--- src/rtl/player_move_ctrl_pkg.sv ---
// ---------------------------------------------------------------------------
// player_move_ctrl_pkg
//   Shared definitions for the player movement controller:
//   - checker direction codes (MOVE_*)
//   - screen and player geometry, used to derive the position limits
//   - FSM state encoding, also driven out on state_dbg for LEDR debug
//   - step_pos(): saturating +/-1 position step
// ---------------------------------------------------------------------------
package player_move_ctrl_pkg;

    // Horizontal codes on chk_l_r
    localparam logic [1:0] MOVE_NONE  = 2'd0;
    localparam logic [1:0] MOVE_RIGHT = 2'd1;
    localparam logic [1:0] MOVE_LEFT  = 2'd2;
    // Vertical codes on chk_u_d. DOWN grows y and UP shrinks it, so DOWN shares
    // the "increment" code with RIGHT and UP shares the "decrement" code with LEFT.
    localparam logic [1:0] MOVE_DOWN  = 2'd1;
    localparam logic [1:0] MOVE_UP    = 2'd2;

    localparam int SCREEN_W = 640;
    localparam int SCREEN_H = 480;
    localparam int PLAYER_W = 20;
    localparam int PLAYER_H = 20;

    typedef enum logic [2:0] {
        ST_WAIT_TICK = 3'd0,
        ST_SAMPLE    = 3'd1,
        ST_START_CHK = 3'd2,
        ST_WAIT_CHK  = 3'd3,
        ST_APPLY     = 3'd4
    } move_state_e;

    // Code 1 steps up, code 2 steps down; the result never leaves 0..max_pos.
    function automatic logic [9:0] step_pos(input logic [9:0] pos,
                                            input logic [1:0] dir,
                                            input logic [9:0] max_pos);
        logic [9:0] nxt;
        nxt = pos;
        if (dir == 2'd1 && pos < max_pos)
            nxt = pos + 10'd1;
        else if (dir == 2'd2 && pos != 10'd0)
            nxt = pos - 10'd1;
        return nxt;
    endfunction

endpackage

--- src/rtl/player_move_ctrl_rate_tick_gen.sv ---
// ---------------------------------------------------------------------------
// player_move_ctrl_rate_tick_gen
//   Free-running counter 0..PERIOD-1 that raises a one-cycle tick each time it
//   wraps. It is never restarted by its user, so the tick rate stays exact.
// Ports
//   clk   in   system clock
//   rst   in   asynchronous active-high reset
//   tick  out  one-cycle pulse, once every PERIOD cycles
// ---------------------------------------------------------------------------
module player_move_ctrl_rate_tick_gen #(
    parameter int PERIOD = 500_000
) (
    input  logic clk,
    input  logic rst,
    output logic tick
);

    localparam int            CW   = (PERIOD > 1) ? $clog2(PERIOD) : 1;
    localparam logic [CW-1:0] LAST = CW'(PERIOD - 1);

    logic [CW-1:0] cnt;

    always_ff @(posedge clk or posedge rst) begin
        if (rst) begin
            cnt  <= '0;
            tick <= 1'b0;
        end else begin
            tick <= (cnt == LAST);
            cnt  <= (cnt == LAST) ? '0 : cnt + CW'(1);
        end
    end

endmodule

--- src/rtl/player_move_ctrl.sv ---
// ---------------------------------------------------------------------------
// player_move_ctrl
//   Runs one player-movement step per update tick: samples the direction
//   buttons, asks the collision checker (move_limiter) whether the move is
//   legal, then applies a saturating +/-1 x/y update. A watchdog bounds the
//   checker wait and a sticky flag records ticks that arrive while the
//   previous one is still pending.
//
// Configuration
//   MOVE_VSYNC_EN  defined:   vsync port exists, tick = synchronised falling
//                             edge of vsync (one move per frame)
//                  undefined: tick from a CLK_HZ/UPDATE_HZ counter
//
// Ports
//   clk, rst             clock, asynchronous active-high reset
//   left, right, up      debounced direction requests
//   flip_vert            1: forward = UP, 0: forward = DOWN
//   chk_start            checker start level (held through the wait)
//   chk_l_r, chk_u_d     direction under check (stable while chk_start=1)
//   chk_done, chk_valid  checker result; chk_valid qualified by chk_done
//   chk_clr              one-cycle checker clear pulse (1 during reset)
//   x_pos, y_pos         player position
//   busy                 high in every state except WAIT_TICK
//   timeout_err          sticky, watchdog fired
//   overrun_err          sticky, tick arrived with a tick already pending
//   state_dbg            current FSM state encoding
//   vsync                active-low VGA vsync (MOVE_VSYNC_EN only)
//
// Checker handshake: chk_start rises with chk_l_r/chk_u_d already stable and
// all three hold until the controller sees chk_done=1 for one cycle (or the
// watchdog fires); chk_valid is only looked at in that chk_done cycle. The
// controller then drops chk_start and pulses chk_clr for one cycle.
// ---------------------------------------------------------------------------
module player_move_ctrl
    import player_move_ctrl_pkg::*;
#(
    parameter int CLK_HZ      = 50_000_000,
    parameter int UPDATE_HZ   = 100,
    parameter int X_INIT      = 310,
    parameter int Y_INIT      = 230,
    parameter int X_MAX       = SCREEN_W - PLAYER_W,
    parameter int Y_MAX       = SCREEN_H - PLAYER_H,
    parameter int TIMEOUT_CYC = 1024
) (
    input  logic       clk,
    input  logic       rst,
    input  logic       left,
    input  logic       right,
    input  logic       up,
    input  logic       flip_vert,
    output logic       chk_start,
    output logic [1:0] chk_l_r,
    output logic [1:0] chk_u_d,
    input  logic       chk_done,
    input  logic       chk_valid,
    output logic       chk_clr,
    output logic [9:0] x_pos,
    output logic [9:0] y_pos,
    output logic       busy,
    output logic       timeout_err,
    output logic       overrun_err,
    output logic [2:0] state_dbg
`ifdef MOVE_VSYNC_EN
    ,
    input  logic       vsync
`endif
);

    localparam logic [9:0] X_INIT_L = 10'(X_INIT);
    localparam logic [9:0] Y_INIT_L = 10'(Y_INIT);
    localparam logic [9:0] X_MAX_L  = 10'(X_MAX);
    localparam logic [9:0] Y_MAX_L  = 10'(Y_MAX);
    localparam int         WD_W     = $clog2(TIMEOUT_CYC + 1);
    localparam logic [WD_W-1:0] WD_LAST = WD_W'(TIMEOUT_CYC - 1);

    logic            tick;
    logic            tick_pend;
    logic            enter_sample;
    logic [WD_W-1:0] wd_cnt;
    logic            wd_fire;
    move_state_e     state_q, state_d;
    logic            chk_start_d, chk_clr_d;

    // ------------------------------------------------------------- tick source
`ifdef MOVE_VSYNC_EN
    // Two synchroniser flops plus one history flop; idle level of vsync is 1.
    logic [2:0] vs_sync;

    always_ff @(posedge clk or posedge rst) begin
        if (rst) vs_sync <= 3'b111;
        else     vs_sync <= {vs_sync[1:0], vsync};
    end

    assign tick = vs_sync[2] & ~vs_sync[1];
`else
    player_move_ctrl_rate_tick_gen #(
        .PERIOD(CLK_HZ / UPDATE_HZ)
    ) u_tick (
        .clk (clk),
        .rst (rst),
        .tick(tick)
    );
`endif

    // ----------------------------------------------------- tick pending/overrun
    // A tick that lands while one is already pending is dropped, not queued;
    // it only sets the sticky overrun flag.
    assign enter_sample = (state_q == ST_WAIT_TICK) && tick_pend;

    always_ff @(posedge clk or posedge rst) begin
        if (rst) begin
            tick_pend   <= 1'b0;
            overrun_err <= 1'b0;
        end else begin
            if (tick && tick_pend)
                overrun_err <= 1'b1;
            if (enter_sample)
                tick_pend <= 1'b0;
            else if (tick)
                tick_pend <= 1'b1;
        end
    end

    // ------------------------------------------------------------ FSM register
    always_ff @(posedge clk or posedge rst) begin
        if (rst) state_q <= ST_WAIT_TICK;
        else     state_q <= state_d;
    end

    // --------------------------------------------------------- FSM next state
    assign wd_fire = (wd_cnt == WD_LAST);

    always_comb begin
        state_d = state_q;
        case (state_q)
            ST_WAIT_TICK: if (tick_pend) state_d = ST_SAMPLE;
            ST_SAMPLE:    state_d = ST_START_CHK;
            ST_START_CHK: state_d = ST_WAIT_CHK;
            ST_WAIT_CHK:  if (chk_done || wd_fire) state_d = ST_APPLY;
            ST_APPLY:     state_d = ST_WAIT_TICK;
            default:      state_d = ST_WAIT_TICK;
        endcase
    end

    // ------------------------------------------------------------ FSM outputs
    // chk_start/chk_clr are registered from the next state so they are
    // glitch-free and chk_clr can hold its reset value of 1.
    always_comb begin
        chk_start_d = 1'b0;
        chk_clr_d   = 1'b0;
        busy        = 1'b1;
        case (state_q)
            ST_WAIT_TICK: busy = 1'b0;
            ST_SAMPLE, ST_START_CHK, ST_WAIT_CHK, ST_APPLY: ;
            default:      chk_clr_d = 1'b1;  // recover from a corrupt encoding
        endcase
        if (state_d == ST_WAIT_CHK) chk_start_d = 1'b1;
        if (state_d == ST_APPLY)    chk_clr_d   = 1'b1;
    end

    assign state_dbg = state_q;

    // --------------------------------------------------------------- datapath
    // The position step is taken on the edge that leaves WAIT_CHK, so the
    // result is visible during APPLY while chk_clr pulses.
    always_ff @(posedge clk or posedge rst) begin
        if (rst) begin
            x_pos       <= X_INIT_L;
            y_pos       <= Y_INIT_L;
            chk_start   <= 1'b0;
            chk_clr     <= 1'b1;
            chk_l_r     <= MOVE_NONE;
            chk_u_d     <= MOVE_NONE;
            timeout_err <= 1'b0;
            wd_cnt      <= '0;
        end else begin
            chk_start <= chk_start_d;
            chk_clr   <= chk_clr_d;

            if (state_q == ST_SAMPLE) begin
                if (left && !right)      chk_l_r <= MOVE_LEFT;
                else if (right && !left) chk_l_r <= MOVE_RIGHT;
                else                     chk_l_r <= MOVE_NONE;
                chk_u_d <= up ? (flip_vert ? MOVE_UP : MOVE_DOWN) : MOVE_NONE;
            end

            if (state_q == ST_START_CHK)
                wd_cnt <= '0;
            else if (state_q == ST_WAIT_CHK)
                wd_cnt <= wd_cnt + WD_W'(1);

            if (state_q == ST_WAIT_CHK) begin
                if (chk_done) begin          // chk_done wins over the watchdog
                    if (chk_valid) begin
                        x_pos <= step_pos(x_pos, chk_l_r, X_MAX_L);
                        y_pos <= step_pos(y_pos, chk_u_d, Y_MAX_L);
                    end
                end else if (wd_fire) begin
                    timeout_err <= 1'b1;
                end
            end
        end
    end

endmodule

--- config.mk ---
export PLATFORM = sky130hd
export DESIGN_NAME = player_move_ctrl
export DESIGN_NICKNAME = d
export VERILOG_FILES = /design/src/rtl/player_move_ctrl_pkg.sv /design/src/rtl/player_move_ctrl_rate_tick_gen.sv /design/src/rtl/player_move_ctrl.sv
export SDC_FILE = /design/constraint.sdc
export NUM_CORES = 1
export LEC_CHECK = 0
export CAP_MARGIN = 20
export CORE_MARGIN = 2
export CORE_UTILIZATION = 60
export CTS_CLUSTER_DIAMETER = 200
export DETAILED_ROUTE_END_ITERATION = 8
export GPL_TIMING_DRIVEN = 0
export PLACE_DENSITY = 0.84
export SYNTH_ARGS = -nofsm -noshare
export SYNTH_HDL_FRONTEND = slang
export SYNTH_HIERARCHICAL = 1
export SYNTH_SLANG_ARGS = --single-unit
--- constraint.sdc ---
create_clock -name clk -period 6.7 [get_ports clk]
set_input_delay 0.67 -clock clk [delete_from_list [all_inputs] [get_ports clk]]
set_output_delay 0.67 -clock clk [all_outputs]
set_load 0.05 [all_outputs]
=== Word level (Yosys, flattened, before mapping) ===
Cells that the tools add are included.

* Input bits: 8
* Output and inout bits: 32
* Register bits after elaboration: 63

* Muxes and demuxes: 20
* Add/sub/neg operators: 6
* $lt $le $gt $ge: 2
* Bitwise logic cells: 1
* Equality and inequality tests: 12
* Reductions and logical operators: 22

{| class="wikitable"
|+ Operators with widths
! cell !! count
|-
| 10-bit two-way mux || 4
|-
| 11-bit two-way mux || 2
|-
| 10-bit by 1-bit adder with 10-bit output (second input constant) || 2
|-
| 10-bit nonzero test || 2
|-
| 10-bit by 1-bit subtractor with 10-bit output (second input constant) || 2
|-
| 19-bit by 1-bit adder with 19-bit output (second input constant) || 1
|-
| 19-bit == test (second input constant) || 1
|-
| 19-bit two-way mux || 1
|-
| 3-bit one-hot mux with 4 select lines || 1
|-
| 11-bit by 1-bit adder with 11-bit output (second input constant) || 1
|-
| 11-bit by 10-bit == test with 1-bit output (second input constant) || 1
|-
| 10-bit < comparator (second input constant) || 1
|-
| 10-bit by 9-bit < comparator with 1-bit output (second input constant) || 1
|-
| 3-bit by 2-bit == test with 1-bit output (second input constant) || 3
|-
| 1-bit logical AND || 8
|-
| 4-bit AND reduction || 2
|-
| 2-bit nonzero test || 4
|-
| 1-bit two-way mux || 7
|-
| 3-bit == test (second input constant) || 2
|-
| 2-bit two-way mux || 3
|-
| 3-bit two-way mux || 2
|-
| 5-bit OR reduction || 1
|-
| 2-bit by 1-bit == test with 1-bit output (second input constant) || 2
|-
| 2-bit == test (second input constant) || 2
|-
| other kinds (6) || 7
|}

=== Depth between registers and ports, before layout ===
* Word-level depth: 6
* Mapped depth: 14

=== Hierarchy ===
The synthesis kept the hierarchy.

{| class="wikitable"
|+ By module, submodules not included
! module !! times used !! seq. area each (µm²) !! cells each !! area an instance (µm²)
|-
| player_move_ctrl || 1 || 1089.8 || 289 || 2595.0
|-
| player_move_ctrl_rate_tick_gen || 1 || 500.5 || 90 || 923.4
|}

=== Least setup slack after synthesis ===
OpenSTA, ideal clock, no wires.

* Path kind: reg2reg
* Start point: reg x_pos[2]
* End point: reg x_pos[9]
* Required time: 6.555 ns
* Setup slack: 3.701 ns
* Data arrival time: 2.854 ns
* Setup time: 0.145 ns
* Buffers on the path: 1
* Stages on the path, launching flop included: 15
* Period minus slack after synthesis: 2.999 ns
* Path through: dfstp_2 -> a21oi_1 -> o21ai_0 -> nand2_1 -> and3_1 -> clkbuf_1 -> inv_1 -> ha_1 -> a21o_1 -> a21oi_1 -> o21ai_0 -> a31oi_1 -> o21ai_0 -> mux2i_1 -> xor2_1

* Cells in the longest elaborated chain, start to end: 4
* Elaborated cells on any way between the ends: 10

{| class="wikitable"
|+ Ends and longest elaborated chain
! item !! line !! RTL
|-
| start, declared || player_move_ctrl.sv:57 || <nowiki>output logic [9:0] x_pos,</nowiki>
|-
| start signal, assigned || player_move_ctrl.sv:195 || <nowiki>x_pos <= step_pos(x_pos, chk_l_r, X_MAX_L);</nowiki>
|-
| 10-bit < comparator / 10-bit nonzero test (equally long branches) || player_move_ctrl_pkg.sv:39, player_move_ctrl_pkg.sv:41 ||
|-
| 1-bit logical AND (on tied branches) || player_move_ctrl_pkg.sv:39, player_move_ctrl_pkg.sv:41 ||
|-
| 2-bit nonzero test (no line) || - ||
|-
| 4-bit AND reduction (no line) || - ||
|}

Several ways; a longest one is shown, not always the timed one. The select of a mux whose other input is x is not followed.
A chain may end at the register's enable or synchronous reset.

=== Final worst setup path ===
* Start point: reg y_pos[2]
* End point: reg y_pos[9]

* Cells in the longest elaborated chain, start to end: 4
* Elaborated cells on any way between the ends: 10

{| class="wikitable"
|+ Ends and longest elaborated chain
! item !! line !! RTL
|-
| start, declared || player_move_ctrl.sv:58 || <nowiki>output logic [9:0] y_pos,</nowiki>
|-
| start signal, assigned || player_move_ctrl.sv:196 || <nowiki>y_pos <= step_pos(y_pos, chk_u_d, Y_MAX_L);</nowiki>
|-
| 10-bit by 9-bit < comparator with 1-bit output / 10-bit nonzero test (equally long branches) || player_move_ctrl_pkg.sv:39, player_move_ctrl_pkg.sv:41 ||
|-
| 1-bit logical AND (on tied branches) || player_move_ctrl_pkg.sv:39, player_move_ctrl_pkg.sv:41 ||
|-
| 2-bit nonzero test (no line) || - ||
|-
| 4-bit AND reduction (no line) || - ||
|}

Several ways; a longest one is shown, not always the timed one. The select of a mux whose other input is x is not followed.

==> metrics.md <==
| Metric | Value |
|---|---|
| Status | completed |
| # diodes | 0 |
| Worst VDD drop | between 0.0003 and 0.0004 V |
| Die area | 0.006492 mm^2 |
| CTS tree | done |
| Crit-path max FO | 9 |
| P&R area growth vs syn | 20.38% |
| Yosys top cell area share | 36.98% |
| Clk Latency, worst-skew pair | 0.34 ns |
| Arr. time, crit path | 3.48 ns |
| Post-Syn Instances | 379 |
| Slew Viols, Final | 0 |
| CTS Sinks | 63 |
| Synth cell count leaders | 58 x nand2_1, 52 x dfrtp_1, 31 x o21ai_0, 28 x nor2_1, 18 x ha_1 |
| DRT iter0 DRCs | 157 |
| Post-Syn Area | 0.003518 mm^2 |
| Drt via density | 5.667 |
| Area leader, netlist | dfrtp_1 |
| Synth warnings | 6 |
| I/O Buffers | 39 |
| TNS Setup | 0 ns |
| Initial antenna violation count | 0 |
| Slew @ Worst Pin | 0.8755 ns |
| RD Place Congestion | 0.8622 |
| Wirelength, routed | 7326 um |
| Number of nets with antenna violations after routing | 0 |
| Tcrit/Tclk final | between 40% and 50% |
| Cell variety after synth | 48 |
| Die Y | between 80 and 90 um |
| Met3 GRT Util | under 10% |
| Post-route setup slack | 3.431 ns |
| DIE WIDTH | 80.58 um |
| Clock Skew | slightly below 0.006 ns |
| Headroom to the max-slew limit | around two fifths |
| Pwr Density | 512.8 mW/mm^2 |
| Cell with the most instances after synthesis | nand2_1 |
| Top post-synthesis cells by area | dfrtp_1 37%, dfstp_2 8.2%, ha_1 6.4%, nand2_1 6.2%, o21ai_0 4.4% |
| 1st-pass router iterations | 4 |
| Req. time, crit path | 6.91 ns |
| Largest net degree at the start of global routing | 44 |
| Placed insts | 490 |
| Fraction of registers with async set/reset | 100.0% |
| Total Routing Usage GR | 25.56% |
| Vias in the first global route | between 2,000 and 3,000 |
| H-tree Lvls | 3 |
| DR vias | 2,873 |
| DP Worst Slack | roughly 3.5 ns |
| Crit path launch type | register |
| EDFF count, synth | 0 |
| CTS Buf Count | 9 |
| Worst Setup End Kind | register |
| # DRC | 0 |
| GRT overflow | 0 |
| Clock-pin transition on the worst setup and hold timing paths | 0.07 ns |
| Flops & latches, synth | 63 |
| Final Hold Fails | 0 |
| Reg2reg setup slack | 3.43 ns |
| Setup CP Type | reg2reg |
| Hold Crit Class | reg2reg |
| Core footprint | 0.005574 mm^2 |
| Mapped Nets | approximately 400 |
| Total power | 2172 uW |
| DPL Wire Length | 5221 um |
| Util after Layout | about 76% |
| Total setup buffers inserted after CTS | 0 |
| Share of cells above drive strength 1 | a little over a tenth |
| Leakage | 0.001845 uW |
| Wire per inst | 14.45 um |
| Nets | 458 |
| IO Count | 40 |
| RSZ-0062 raised after global routing | no |
| Busiest grt layer | met2 |
| Minimum clock period | 3.269 ns |
| Final Setup Violations | 0 |
| Post-synth top flop | dfrtp_1 |
| Clock buffer depth | 2 |
| Initial Utilization | 63.12% |
| Clk root buf | clkbuf_8 |
| Syn_area_per_cell | around 9.3 um^2 |
| Met1 GRT Util | about a third |
| GR Layer Usage met2 | between 40 and 50% |
| Register area share after synthesis | 45.20% |
| # resized after CTS | 0 |
| Site Rows | 27 |
| First-pass GRT wire length | 12,840 um |
| Max Cap Violations | 0 |
| Finished Layout Cells | just over 500 |
| Max frequency | 305.9 MHz |
| CTS Hold Buffers Added | 0 |
## path summary, 6_finish.rpt
path,start,end,depth (start not counted)
setup / recovery,y_pos[2]$_DFFE_PP1P_,y_pos[9]$_DFFE_PP0P_,10
setup reg to reg,y_pos[2]$_DFFE_PP1P_,y_pos[9]$_DFFE_PP0P_,10
hold reg to reg,timeout_err$_DFFE_PP0P_,timeout_err$_DFFE_PP0P_,1
hold / removal,timeout_err$_DFFE_PP0P_,timeout_err$_DFFE_PP0P_,1
max in group asynchronous,rst,state_dbg[1]$_DFF_PP0_,2
min in group asynchronous,rst,u_tick/cnt[17]$_DFF_PP0_,2
## sequential cells by signal, summed over array words and instances (netlist names)
name         flops
wd_cnt          11
state_dbg        3
chk_u_d          2
chk_l_r          2
chk_start        1
timeout_err      1
overrun_err      1
y_pos           10
tick_pend        1
u_tick/tick      1
u_tick/cnt      19
chk_clr          1
x_pos           10
## cell type report
cell class | count | area, um^2
tap | 72 | 90.09
multi-input combinational | 289 | 1802
clock buffer | 11 | 151.4
sequential | 63 | 1590
clock inverter | 5 | 80.08
buffer | 10 | 62.56
inverter | 17 | 63.81
fill | 393 | 1339
timing repair buffer | 40 | 395.4
## report_power, final
group	switching [uW]	leakage, uW	internal [uW]
Clock	150	0.000112	229
Sequential	109	0.000798	484
Combinational	737	0.000935	463
## metal layers
| layer | share of wire (%) | up-vias |
|---|---|---|
| li1 | - | 1426 |
| met1 | 47 | 1378 |
| met2 | 49 | 58 |
| met3 | 3.1 | 11 |
| met4 | 1.3 | 0 |
| met5 | 0 | - |
## metrics by stage
step	instance area (um^2)	hold slack [ns]
floorplan	3518	0.4512
global placement	3999	0.4659
detailed placement	3999	0.4609
CTS	4230	0.4853
global route	4235	0.5204
finish	4235	0.4776
## worst max-delay path: stages, from the launching register on
cell and delay, ns:
dfstp_2 0.58, a211oi_1 0.08, o211ai_1 0.66, ha_1 0.36, a21o_1 0.18, a21o_1 0.20
a21oi_1 0.27, o211ai_1 0.15, a21oi_1 0.31, nor2b_1 0.22, o221ai_1 0.13
## kinds of logic after synthesis
kind of cell	synth area share, %
buffers and inverters	3.591
adders and majority gates	7.539
AOI/OAI and AO/OA	16.04
muxes	0.5690
and+or+nand+nor	20.09
xor gates and xnor gates	6.970
DFF	45.20
## cell usage in the layout, fill, tap and decap left out, types with 8 or more instances in the layout
master           synthesis  layout
ha_1                    18      18
nand2_1                 58      58
clkdlybuf4s50_1          0      39
xnor2_1                 14      14
o31ai_1                  8       8
clkbuf_8                 0      11
inv_1                   16      15
o21ai_0                 31      31
a21o_1                  11      11
xor2_1                  14      14
a21oi_1                 17      17
nand3_1                 14      14
dfrtp_1                 52      52
nor2_1                  28      28
dfstp_2                 11      11
(Power assumes the default switching activity.)
